**config.mk**
```make
export PLATFORM = sky130hd
export DESIGN_NAME = data_in_loader
export DESIGN_NICKNAME = d
export VERILOG_FILES = /design/src/rtl/data_in_loader.sv
export SDC_FILE = /design/constraint.sdc
export NUM_CORES = 1
export LEC_CHECK = 0
export CAP_MARGIN = 0
export CORE_MARGIN = 3
export CORE_UTILIZATION = 58
export DETAILED_ROUTE_END_ITERATION = 16
export GPL_ROUTABILITY_DRIVEN = 1
export PLACE_DENSITY_LB_ADDON = 0.08
export SETUP_SLACK_MARGIN = 0.15
export SYNTH_ARGS = -nofsm -noshare
export SYNTH_HDL_FRONTEND = slang
export SYNTH_SLANG_ARGS = --single-unit
```
**constraint.sdc**
```tcl
create_clock -name clk -period 4.1 [get_ports clk]
set_input_delay 1.025 -clock clk [delete_from_list [all_inputs] [get_ports clk]]
set_output_delay 1.025 -clock clk [all_outputs]
set_load 0.05 [all_outputs]
```
**src/rtl/data_in_loader.sv**
```systemverilog
// Bit-serial packet receiver feeding the data_in_reg configuration bank.
// Optional checksum/buffered emission is built when LOADER_CSUM_EN is defined.
//
// state   | meaning
// IDLE    | waiting for a header byte
// PAYLOAD | receiving payload bytes (streamed out, or buffered with checksum)
// CSUM    | waiting for the checksum byte (LOADER_CSUM_EN only)
// EMIT    | replaying buffered bytes one per clk (LOADER_CSUM_EN only)
module data_in_loader #(
  parameter int TIMEOUT_CYCLES = 1000,
  parameter int TO_W           = 10
) (
  input  logic       clk,
  input  logic       rst_n,
  input  logic       ser_valid,
  input  logic       ser_bit,
  output logic       data_in_enable,
  output logic [7:0] data_in,
  output logic [1:0] byte_sel,
  output logic [1:0] in_sel,
  output logic       busy,
  output logic       pkt_done,
  output logic       err
);

`ifdef LOADER_CSUM_EN
  typedef enum logic [1:0] {IDLE, PAYLOAD, CSUM, EMIT} state_t;
`else
  typedef enum logic [0:0] {IDLE, PAYLOAD} state_t;
`endif

  localparam logic [TO_W-1:0] TO_LAST = TO_W'(TIMEOUT_CYCLES - 1);

  state_t          state_q, state_d;
  logic [6:0]      shift_q, shift_d;
  logic [2:0]      bitcnt_q, bitcnt_d;
  logic [1:0]      bytecnt_q, bytecnt_d;
  logic [1:0]      len_q, len_d;
  logic [1:0]      sel_q, sel_d;
  logic [TO_W-1:0] to_q, to_d;
  logic            en_q, en_d;
  logic [7:0]      data_q, data_d;
  logic [1:0]      bsel_q, bsel_d;
  logic [1:0]      isel_q, isel_d;
  logic            done_q, done_d;
  logic            err_q, err_d;
`ifdef LOADER_CSUM_EN
  logic [7:0]      csum_q, csum_d;
  logic [7:0]      buf_q [4];
  logic [7:0]      buf_d [4];
`endif

  logic       byte_done;
  logic [7:0] byte_val;
  logic       timeout;

  assign byte_done = ser_valid && (bitcnt_q == 3'd7);
  assign byte_val  = {shift_q, ser_bit};

  // Low nibble must be zero; payload length is capped per target field.
  function automatic logic hdr_legal(input logic [7:0] h);
    if (h[3:0] != 4'd0) return 1'b0;
    case (h[7:6])
      2'b00:   return 1'b1;
      2'b01:   return (h[5:4] == 2'd0);
      default: return (h[5] == 1'b0);
    endcase
  endfunction

  always_comb begin
    state_d   = state_q;
    shift_d   = ser_valid ? byte_val[6:0] : shift_q;
    bitcnt_d  = ser_valid ? bitcnt_q + 3'd1 : bitcnt_q;
    bytecnt_d = bytecnt_q;
    len_d     = len_q;
    sel_d     = sel_q;
    to_d      = to_q;
    en_d      = 1'b0;
    data_d    = data_q;
    bsel_d    = bsel_q;
    isel_d    = isel_q;
    done_d    = 1'b0;
    err_d     = 1'b0;
    timeout   = 1'b0;
`ifdef LOADER_CSUM_EN
    csum_d    = csum_q;
    buf_d     = buf_q;
`endif

    if (ser_valid || (state_q == IDLE && bitcnt_q == 3'd0)) begin
      to_d = '0;
    end else if (to_q == TO_LAST) begin
      to_d    = '0;
      timeout = 1'b1;
    end else begin
      to_d = to_q + 1'b1;
    end

    case (state_q)
      IDLE: begin
        if (byte_done) begin
          if (hdr_legal(byte_val)) begin
            state_d   = PAYLOAD;
            bytecnt_d = 2'd0;
            len_d     = byte_val[5:4];
            sel_d     = byte_val[7:6];
`ifdef LOADER_CSUM_EN
            csum_d    = byte_val;
`endif
          end else begin
            err_d = 1'b1;
          end
        end
      end

      PAYLOAD: begin
        if (byte_done) begin
`ifdef LOADER_CSUM_EN
          buf_d[bytecnt_q] = byte_val;
          csum_d           = csum_q ^ byte_val;
          if (bytecnt_q == len_q) begin
            state_d   = CSUM;
            bytecnt_d = 2'd0;
          end else begin
            bytecnt_d = bytecnt_q + 2'd1;
          end
`else
          en_d   = 1'b1;
          data_d = byte_val;
          bsel_d = bytecnt_q;
          isel_d = sel_q;
          if (bytecnt_q == len_q) begin
            done_d    = 1'b1;
            state_d   = IDLE;
            bytecnt_d = 2'd0;
          end else begin
            bytecnt_d = bytecnt_q + 2'd1;
          end
`endif
        end
      end

`ifdef LOADER_CSUM_EN
      // The first strobe is issued from CSUM so that emission starts one clk
      // after the checksum byte, matching the streaming latency.
      CSUM: begin
        if (byte_done) begin
          if (byte_val == csum_q) begin
            en_d   = 1'b1;
            data_d = buf_q[0];
            bsel_d = 2'd0;
            isel_d = sel_q;
            if (len_q == 2'd0) begin
              done_d  = 1'b1;
              state_d = IDLE;
            end else begin
              state_d   = EMIT;
              bytecnt_d = 2'd1;
            end
          end else begin
            err_d   = 1'b1;
            state_d = IDLE;
          end
        end
      end

      EMIT: begin
        en_d   = 1'b1;
        data_d = buf_q[bytecnt_q];
        bsel_d = bytecnt_q;
        isel_d = sel_q;
        if (bytecnt_q == len_q) begin
          done_d    = 1'b1;
          state_d   = IDLE;
          bytecnt_d = 2'd0;
        end else begin
          bytecnt_d = bytecnt_q + 2'd1;
        end
      end
`endif

      default: state_d = IDLE;
    endcase

    // Timeout cannot coincide with byte completion: ser_valid clears the counter.
    if (timeout) begin
      err_d     = 1'b1;
      bitcnt_d  = 3'd0;
      bytecnt_d = 2'd0;
      state_d   = IDLE;
    end
  end

  always_ff @(posedge clk) begin
    if (!rst_n) begin
      state_q   <= IDLE;
      shift_q   <= '0;
      bitcnt_q  <= '0;
      bytecnt_q <= '0;
      len_q     <= '0;
      sel_q     <= '0;
      to_q      <= '0;
      en_q      <= 1'b0;
      data_q    <= '0;
      bsel_q    <= '0;
      isel_q    <= '0;
      done_q    <= 1'b0;
      err_q     <= 1'b0;
`ifdef LOADER_CSUM_EN
      csum_q    <= '0;
      for (int i = 0; i < 4; i++) buf_q[i] <= '0;
`endif
    end else begin
      state_q   <= state_d;
      shift_q   <= shift_d;
      bitcnt_q  <= bitcnt_d;
      bytecnt_q <= bytecnt_d;
      len_q     <= len_d;
      sel_q     <= sel_d;
      to_q      <= to_d;
      en_q      <= en_d;
      data_q    <= data_d;
      bsel_q    <= bsel_d;
      isel_q    <= isel_d;
      done_q    <= done_d;
      err_q     <= err_d;
`ifdef LOADER_CSUM_EN
      csum_q    <= csum_d;
      for (int i = 0; i < 4; i++) buf_q[i] <= buf_d[i];
`endif
    end
  end

  assign data_in_enable = en_q;
  assign data_in        = data_q;
  assign byte_sel       = bsel_q;
  assign in_sel         = isel_q;
  assign pkt_done       = done_q;
  assign err            = err_q;
  assign busy           = (state_q != IDLE);

endmodule

```
==> metrics.csv <==
metric,value,unit
worst rel slew slack,43.4,%
CP Data Arrival Time,1.73,ns
Top Ports,20,
Slew @ Worst Pin,0.846,ns
post-synthesis async set-or-reset flop share,0,%
top cell type's share of synthesized area,48.2,%
FF-to-FF Start,to_q[2],
final slew viol count,0,
# clock sinks,42,
largest net degree at the start of global routing,32,
grt peak-use layer,met2,
Critical Path Source Type,register,
GRT overflow,0,
vias in the first global route,1196,
placed inst area,1950,um2
Tcrit/Tclk final,67.2,%
first-pass GRT wire length,5110,um
cts bufs inserted,5,
CP max stage cell,clkdlybuf4s50_1,
kind of cell adding the most delay to the critical path,buffers and inverters,
setup bufs post-CTS,0,
WS Path Type,reg2out,
Synth Area per Inst,9.08,um2
unrepaired setup endpoints after global routing,no,
Worst path max stage delay,0.87,ns
detailed-route via count,1284,
Worst R2R End,bytecnt_q[1],
LEAKAGE,0.000696,uW
met3 usage,6.60,%
Final ANT Viol Nets,0,
max reg flops,10,
Tot GR Track Use,18.9,%
outcome,completed,
Register-to-Register Path Depth,4,
Final GP Congestion,0.799,
via/cell ratio,5.33,
# port buffers,19,
WL/cell,12.4,um
most frequent cell after synthesis,dfxtp_1,
clk_skew,0.0114,ns
synth unique cells,31,
met2 Use GR,30.5,%
Routed WL,2990,um
met1 Use GR,22.9,%
Row Count,19,
synth warn,0,
DR iter-0 viols,37,
Synth area leaders,"dfxtp_1, nand2_1, mux2i_1",
Die H,60.8,um
Critical Path RT,3.07,ns
DRC,0,
most instantiated cells after synthesis,"dfxtp_1, nand2_1, nor2_1",
sequential share of the synthesized area,48.2,%
Starting Density,62.2,%
initial antenna violation count,0,
H-tree depth,2,
clock root cell,clkbuf_4,
Die X,60.8,um
hold violation count in the final report,0,
pwr dens,319,nW/um2
cell type with the largest total area after synthesis,dfxtp_1,
Stages on worst setup path,1,
Hold Buf Count CTS,0,
core area,2810,um2
clk_lat worst skew,0.34,ns
setup TNS,0,ns
Post-synth EDFFs,0,
Area Growth Syn to Fin,14.8,%
Worst Setup End Kind,primary output,
worst hold path class,reg2reg,
Synth Flop Type,dfxtp_1,
worst reg-to-reg setup slack,2.09,ns
crit path cell chain,clkdlybuf4s50_1,
clock tree from TritonCTS,yes,
share of cells above drive strength 1,5.24,%
DP Wirelength,2200,um
clock transition at the registers of the reported paths,0.11,ns
final net count,219,
post-layout min period,2.75,ns
PostCTS Resize Cnt,0,
ANT cells,0,
Crit. Startpoint,busy,
"Cell Area, Synth",1740,um2
clk buf depth,2,
Final Cell Area,2000,um2
Die Area,3700,um2
"FF+latch count, synth",42,
maxcap violations,0,
crit path to,busy,
first-pass iteration count of the detailed router,4,
Max VDD drop,0.000288,V
# setup viols final,0,
CP Max Fanout,9,
Post-Syn Nets,200,
Gate Count Post-Synth,192,
crit path buf inv count,1,
Max Freq,363,MHz
hold depth,2,
[per-stage QoR]
stage | hold WS (ns) | util [%] | power (uW) | setup WS, ns | cells
final | 0.472 | 71.4 | 639 | 1.35 | 241
after global routing | 0.501 | 71.4 | 675 | 1.27 | 241
after CTS | 0.474 | 71.4 | 646 | 1.33 | 241
after detailed placement | 0.455 | 69.5 | 457 | 1.16 | 235
after global placement | 0.441 | 69.5 | 455 | 1.20 | 235
after floorplan | 0.430 | - | 448 | 1.76 | 192
[per-layer routing]
metal,vias up,share of wire (%)
li1,678,-
met1,581,44
met2,21,51
met3,4,3.7
met4,0,1.3
met5,-,0
[cell usage in the layout (no fill, tap or decap), types with 2 or more instances in the layout]
cell type,synthesis,layout
dfxtp_1,42,42
nand2_1,40,40
clkdlybuf4s50_1,0,19
nor2_1,17,17
mux2i_1,13,13
nor2b_1,12,12
a21boi_0,12,12
xnor2_1,9,9
nand3_1,5,5
clkbuf_4,0,5
ha_1,4,4
inv_1,3,3
o21ai_0,3,3
a21oi_1,3,3
nor3_1,3,3
or4_4,2,2
xor2_1,2,2
[how the worst min path moves through the flow]
stage | from | endpoint | slack [ns]
after floorplan | to_q[0] | to_q[0] | 0.43
after global placement | to_q[0] | to_q[0] | 0.44
after detailed placement | sel_q[1] | sel_q[1] | 0.46
after CTS | sel_q[1] | sel_q[1] | 0.47
after global routing | sel_q[1] | sel_q[1] | 0.50
final | data_in[2] | data_in[2] | 0.47
[logic make-up (layout without fill, tap and decap cells)]
group	after synthesis	count (layout)	synth area share [%]
XOR/XNOR	11	11	5.52
AO/OA/AOI/OAI	22	22	9.04
multiplexers	13	13	7.46
adder cells (fa/ha/maj)	4	4	2.87
AND/OR/NAND/NOR	89	89	24.5
buffers and inverters	11	29	2.37
flip-flops	42	42	48.2
[area by class of cell]
| cell class | count | area [um2] |
|---|---|---|
| Tap cell | 31 | 38.8 |
| Multi-Input combinational cell | 139 | 862 |
| Timing Repair Buffer | 20 | 198 |
| Fill cell | 245 | 803 |
| Inverter | 3 | 11.3 |
| Sequential cell | 42 | 841 |
| Clock buffer | 6 | 51.3 |
[power by group]
part	switching, uW	internal, uW	total (uW)	leakage (uW)
Clock	115	77.4	192	0.0000302
Sequential	3.80	412	416	0.000339
Combinational	16.5	14.8	31.4	0.000327
Total	135	504	639	0.000696
[worst reg2reg max path, stage by stage, from the launching register on]
cell and delay (ns):
dfxtp_1 0.41, or3b_1 0.36, or4_4 0.50, o31ai_2 0.49
nor3_1 0.12
No activity file was read; power rests on OpenSTA's default activity.
==> variant 1 (same flow settings) <==
Make the reset (`rst_n`) asynchronous in one clocked block.
--- a/src/rtl/data_in_loader.sv
+++ b/src/rtl/data_in_loader.sv
@@ -193,3 +193,3 @@
 
-  always_ff @(posedge clk) begin
+  always_ff @(posedge clk or negedge rst_n) begin
     if (!rst_n) begin
Function: differs if rst_n is asserted again (counterexample within 10 cycles, from zero or initial values and one cycle with rst_n low); with rst_n held inactive, the same outputs for 10 cycles.
==> variant 1 against the original RTL <==
- critical path depth unchanged
- sequential cell count unchanged
- hold slack worse by 5.0 ps
- clock skew down 2.3 ps
- cell area up 5.6%
- worst setup slack worse by 23 ps
- wire length up 2.1%
- final cell count down 10%
- synthesized area up 5.0%
Power is not compared: it rests on default switching activity, and its combinational part moved more than twofold at a synthesized area within 25%.
==> variant 1: results (changes against the original RTL) <==
Power
  • Gate power share: 25.7%
  • Clock power frac: 21.1%
  • P_int: 0.660 mW
  • Total leakage power: ~1 nW

Worst hold path
  • Worst Hold End: to_q[0]$_DFF_PN0_
  • WHS Path Cells: 1 (-1)
  • Worst Hold Class: reg2reg
  • HP Start: to_q[0]$_DFF_PN0_

Final layout
  • Ratio of cells with drive above 1 in the final layout: 20.0% (+15 points)
  • Diodes inserted: 0 (unchanged)
  • Max FFs per register: 10 (unchanged)
  • Cell Count, Final, Fillers Out: 217 (-10%)
  • Final net count: 182 (-17%)

Clocking
  • Cts bufs inserted: 5 (unchanged)
  • Root Buffer: clkbuf_4
  • Clk_lat worst skew: 350 ps
  • CTS clk-pin slew, worst paths: 120 ps
  • H-tree Lvls: 2 (unchanged)
  • Setup Buffers After CTS: 0 (unchanged)
  • Cts repair resizes: 0 (unchanged)
  • Clock buffer depth: 2 (unchanged)

Setup path
  • R2r worst-path depth: 3 (-1)
  • FF-to-FF Start: shift_q[0]$_DFFE_PN0P_
  • Critical path peak fanout: 9 (unchanged)
  • Crit-path max cell delay: 860 ps
  • Worst r2r dst: sel_q[1]$_DFFE_PN0P_
  • Flop2flop setup slack: 2140 ps (+50 ps)
  • Worst setup path startpoint: busy$_DFF_PN0_
  • Worst Path Arrival: 1750 ps (+20 ps)

Synthesis
  • Post-synth ARST share: 100% (+100 points)
  • Post-synthesis cell type count: 28 (-9.7%)
  • Commonest cells post-synth: 42 x dfrtp_1, 19 x mux2_2, 16 x nor2_1, 9 x nand2_1, 8 x xnor2_1
  • Yosys warnings: 0 (unchanged)
  • Register area share after synthesis: 57.4% (+9.2 points)
  • Synth Net Count: 160 (-20%)
  • Synth area leaders: dfrtp_1 57%, mux2_2 12%, xnor2_1 3.8%, mux2_4 3.3%, nor2_1 3.3%
  • Post-Synthesis Cells: 152 (-21%)

Run status
  • Status: finished clean

Placement
  • Place WS: 1090 ps (-66.7 ps)
  • Post-placement cell count: 209 (-11%)
  • Gpl congestion: 0.744 (-6.9%)
  • Port Buf Inserts: 19 (unchanged)
  • DPL Wire Length: 2160 um (-1.9%)
  • Dpl cell area: 0.00205 mm2 (+5.3%)

Global routing
  • First-pass GRT wire length: 5440 um (+6.6%)
  • Antenna violations before repair: 0 (unchanged)
  • GRT Overall Usage: 17.9% (-0.96 points)
  • Vias in the first global route: 1179 (-1.4%)
  • Largest net degree at the start of global routing: 43 (+34%)

Routing
  • Post-Route WL: 3050 um (+2.1%)
  • First drt pass iteration count: 4 (unchanged)
  • 1st-iter DRT viols: 52 (+41%)
  • Vias per inst: 5.28 (-0.88%)

Timing
  • Slew HR: 40.7% (-2.8 points)
  • Hold_ws: 467 ps (-4.99 ps)
  • Fin Clk Skew: 9.06 ps (-2.32 ps)
==> variant 1: changes by cell type in the layout (fill, tap and decap cells not counted), moves of 2 or more <==
cell | unedited run | this run
nand2b_1 | 0 | 4
mux2_4 | 0 | 4
mux2_2 | 0 | 19
o21ai_0 | 3 | 7
nor2b_1 | 12 | 2
nand2_1 | 40 | 9
a21boi_0 | 12 | 0
mux2i_1 | 13 | 0
dfrtp_1 | 0 | 42
inv_1 | 3 | 5
dfxtp_1 | 42 | 0
==> variant 1: final cells by class <==
cell class / count / area [um2]
Inverter: 5 / 18.8
Tap cell: 42 / 52.6
Timing Repair Buffer: 21 / 200
Multi-Input combinational cell: 99 / 732
Sequential cell: 42 / 1050
Clock buffer: 7 / 55.1
Fill cell: 216 / 762
Clock inverter: 1 / 5.00
==> variant 1: worst max path at each step <==
stage,to,slack [ps]
2_1_floorplan,len_q[0]$_DFFE_PN0P_,1530
3_3_place_gp,sel_q[0]$_DFFE_PN0P_,1120
5_1_grt,busy,1280
4_1_cts,busy,1320
6_report,busy,1320
3_5_place_dp,len_q[0]$_DFFE_PN0P_,1090
==> variant 1: kinds of logic after synthesis <==
kind of cell | synth area share [%]
AO/OA/AOI/OAI | 5.06
AND/OR/NAND/NOR | 12.4
buffers and inverters | 2.66
flip-flops | 57.4
XOR/XNOR | 4.78
adder cells (fa/ha/maj) | 2.73
multiplexers | 15.0
==> variant 1: layer usage <==
| metal | up-vias | GRT usage [%] | wire (um) |
|---|---|---|---|
| li1 | 561 | - | - |
| met1 | 552 | 23.1 | 1400 |
| met2 | 25 | 27.4 | 1410 |
| met3 | 8 | 5.95 | 155 |
| met4 | 0 | 8.56 | 75 |
| met5 | - | 0 | 0 |
==> variant 2 (same flow settings) <==
Without the edit above. `TIMEOUT_CYCLES`: 1000 -> 500.
--- a/src/rtl/data_in_loader.sv
+++ b/src/rtl/data_in_loader.sv
@@ -9,3 +9,3 @@
 module data_in_loader #(
-  parameter int TIMEOUT_CYCLES = 1000,
+  parameter int TIMEOUT_CYCLES = 500,
   parameter int TO_W           = 10
Behaviour: same outputs for any inputs over 10 cycles, from zero or initial values and one cycle with rst_n low; that may be too few to reach the edited logic, so the function may still have changed.
==> variant 2 against the original RTL <==
- synthesized area is 1.1% higher
- maximum frequency decreased by 1.5%
- clock power increased by 76%
- power is 23% higher
- cell area is 3.6% higher
- combinational power down 2%
- worst setup slack worse by 43 ps
- sequential cell count unchanged
- final cell count up 0.83%
- wire length grew 12%
- largest power group unchanged
- highest routed layer unchanged
==> variant 2: results (changes against the original RTL) <==
Synthesis
  • Post-synth ARST share: 0% (unchanged)
  • Yosys warnings: 0 (unchanged)
  • Register area share after synthesis: 47.7% (-0.51 points)
  • Post-synthesis cell type count: 34 (+9.7%)
  • Synth Net Count: 201 (+0.50%)
  • Synth area leaders: dfxtp_1 48%, nand2_1 8.1%, mux2i_1 7.4%, a21boi_0 4.3%, nor2b_1 3.5%
  • Commonest cells post-synth: 42 x dfxtp_1, 38 x nand2_1, 15 x nor2_1, 13 x mux2i_1

Setup path
  • Critical path peak fanout: 9 (unchanged)
  • Crit-path max cell delay: 880 ps
  • Worst r2r dst: sel_q[1]$_SDFFE_PN0P_
  • Flop2flop setup slack: 2360 ps (+270 ps)
  • R2r worst-path depth: 5 (+1)
  • FF-to-FF Start: bitcnt_q[0]$_SDFFE_PP0P_
  • Slowest CP cell: clkdlybuf4s50_1
  • CP top delay family: buffers and inverters
  • Worst Path Arrival: 1770 ps (+40 ps)

Worst hold path
  • Worst Hold Class: reg2reg
  • HP Start: data_in[0]$_SDFFE_PN0P_
  • Worst Hold End: data_in[0]$_SDFFE_PN0P_
  • WHS Path Cells: 2 (unchanged)

Timing
  • Fin Clk Skew: 8.65 ps (-2.74 ps)
  • Least-Margin Pin Slew: 724 ps (-122 ps)
  • Setup TNS: 0 ps (unchanged)

Run status
  • Status: finished clean

Placement
  • DPL Wire Length: 2350 um (+6.7%)
  • Gpl congestion: 0.788 (-1.5%)
  • Port Buf Inserts: 19 (unchanged)

Clocking
  • Setup Buffers After CTS: 0 (unchanged)
  • Clk_lat worst skew: 360 ps (+20 ps)
  • Hold_buf cts: 0 (unchanged)
  • Cts bufs inserted: 5 (unchanged)
  • Clock buffer depth: 2 (unchanged)
  • H-tree Lvls: 2 (unchanged)
  • CTS clk-pin slew, worst paths: 120 ps
  • Root Buffer: clkbuf_4
  • Cts repair resizes: 0 (unchanged)

Global routing
  • First-pass GRT wire length: 5560 um (+8.9%)
  • Vias in the first global route: 1234 (+3.2%)
  • Antenna violations before repair: 0 (unchanged)
  • GRT Overall Usage: 20.6% (+1.7 points)
  • Largest net degree at the start of global routing: 32 (unchanged)

Routing
  • Routed via count: 1319 (+2.7%)
  • First drt pass iteration count: 4 (unchanged)
  • Post-Route WL: 3330 um (+12%)
  • 1st-iter DRT viols: 86 (+130%)

Final layout
  • Final net count: 219 (unchanged)
  • Ratio of cells with drive above 1 in the final layout: 6.60% (+1.4 points)
  • Diodes inserted: 0 (unchanged)
  • Max FFs per register: 10 (unchanged)

Power
  • Total leakage power: 0.735 nW (+5.6%)
  • Maximum VDD drop: 0.312 mV (+8.3%)
## variant 2: changes by cell type after synthesis, sizes merged, moves of 2 or more
cell,unedited run,this run
nor2b,12,10
xnor2,9,7
inv,3,5
nor2,17,15
xor2,2,4
nand2,40,38
clkbuf,6,8
nand4,1,3
## variant 2: power by group
part / internal [mW] / switching, mW
clock network: 0.207 / 0.131
logic: 0.0145 / 0.0164
registers: 0.412 / 0.00433
total: 0.633 / 0.151
## variant 2: tightest hold or removal path: stages (launching register included)
cell	delay, ps
dfxtp_1	330
nand2_1	50
a21boi_1	50
## variant 2: metrics by stage
stage,hold slack [ps],instance area [um2],cells,setup slack [ps],total power [mW]
4_1_cts,470,2070,243,1300,0.789
6_report,467,2070,243,1300,0.784
3_5_place_dp,450,1960,235,973,0.456
5_1_grt,487,2070,243,1140,0.812
2_1_floorplan,435,1760,193,1880,0.447
3_3_place_gp,444,1960,235,1060,0.454
## variant 2: how the worst max path moves through the flow
stage / start / to / slack (ps)
5_1_grt: ser_valid / bytecnt_q[1]$_SDFFE_PP0P_ / 1140
6_report: busy$_SDFF_PP0_ / busy / 1300
4_1_cts: busy$_SDFF_PP0_ / busy / 1300
3_3_place_gp: ser_valid / bytecnt_q[1]$_SDFFE_PP0P_ / 1060
3_5_place_dp: ser_valid / sel_q[1]$_SDFFE_PN0P_ / 970
2_1_floorplan: ser_bit / busy$_SDFF_PP0_ / 1880
## variant 2: area by class of cell
class                   count  area [um2]
repair buffers             20         198
well taps                  31        38.8
flip-flops and latches     42         841
clock buffers               6        51.3
multi-input cells         137         867
fillers                   217         754
inverters                   5        18.8
clock inverters             2        60.1
## variant 2: layer usage
| metal | vias to the layer above | GRT usage [%] | wire length, um | part of all wire [%] |
|---|---|---|---|---|
| met5 | - | 0 | 0 | 0 |
| met4 | 0 | 8.05 | 53 | 1.6 |
| met3 | 6 | 7.97 | 133 | 4.0 |
| met2 | 22 | 30.8 | 1530 | 46 |
| met1 | 610 | 26.9 | 1610 | 48 |
| li1 | 681 | - | - | - |
## variant 2: cells by family after synthesis
| logic type | after synthesis | synth area share, % |
|---|---|---|
| AOI/OAI and AO/OA | 23 | 9.37 |
| muxes | 13 | 7.38 |
| buffers and inverters | 14 | 3.12 |
| xor gates and xnor gates | 11 | 5.46 |
| DFF | 42 | 47.7 |
| and+or+nand+nor | 86 | 24.1 |
| adders and majority gates | 4 | 2.84 |
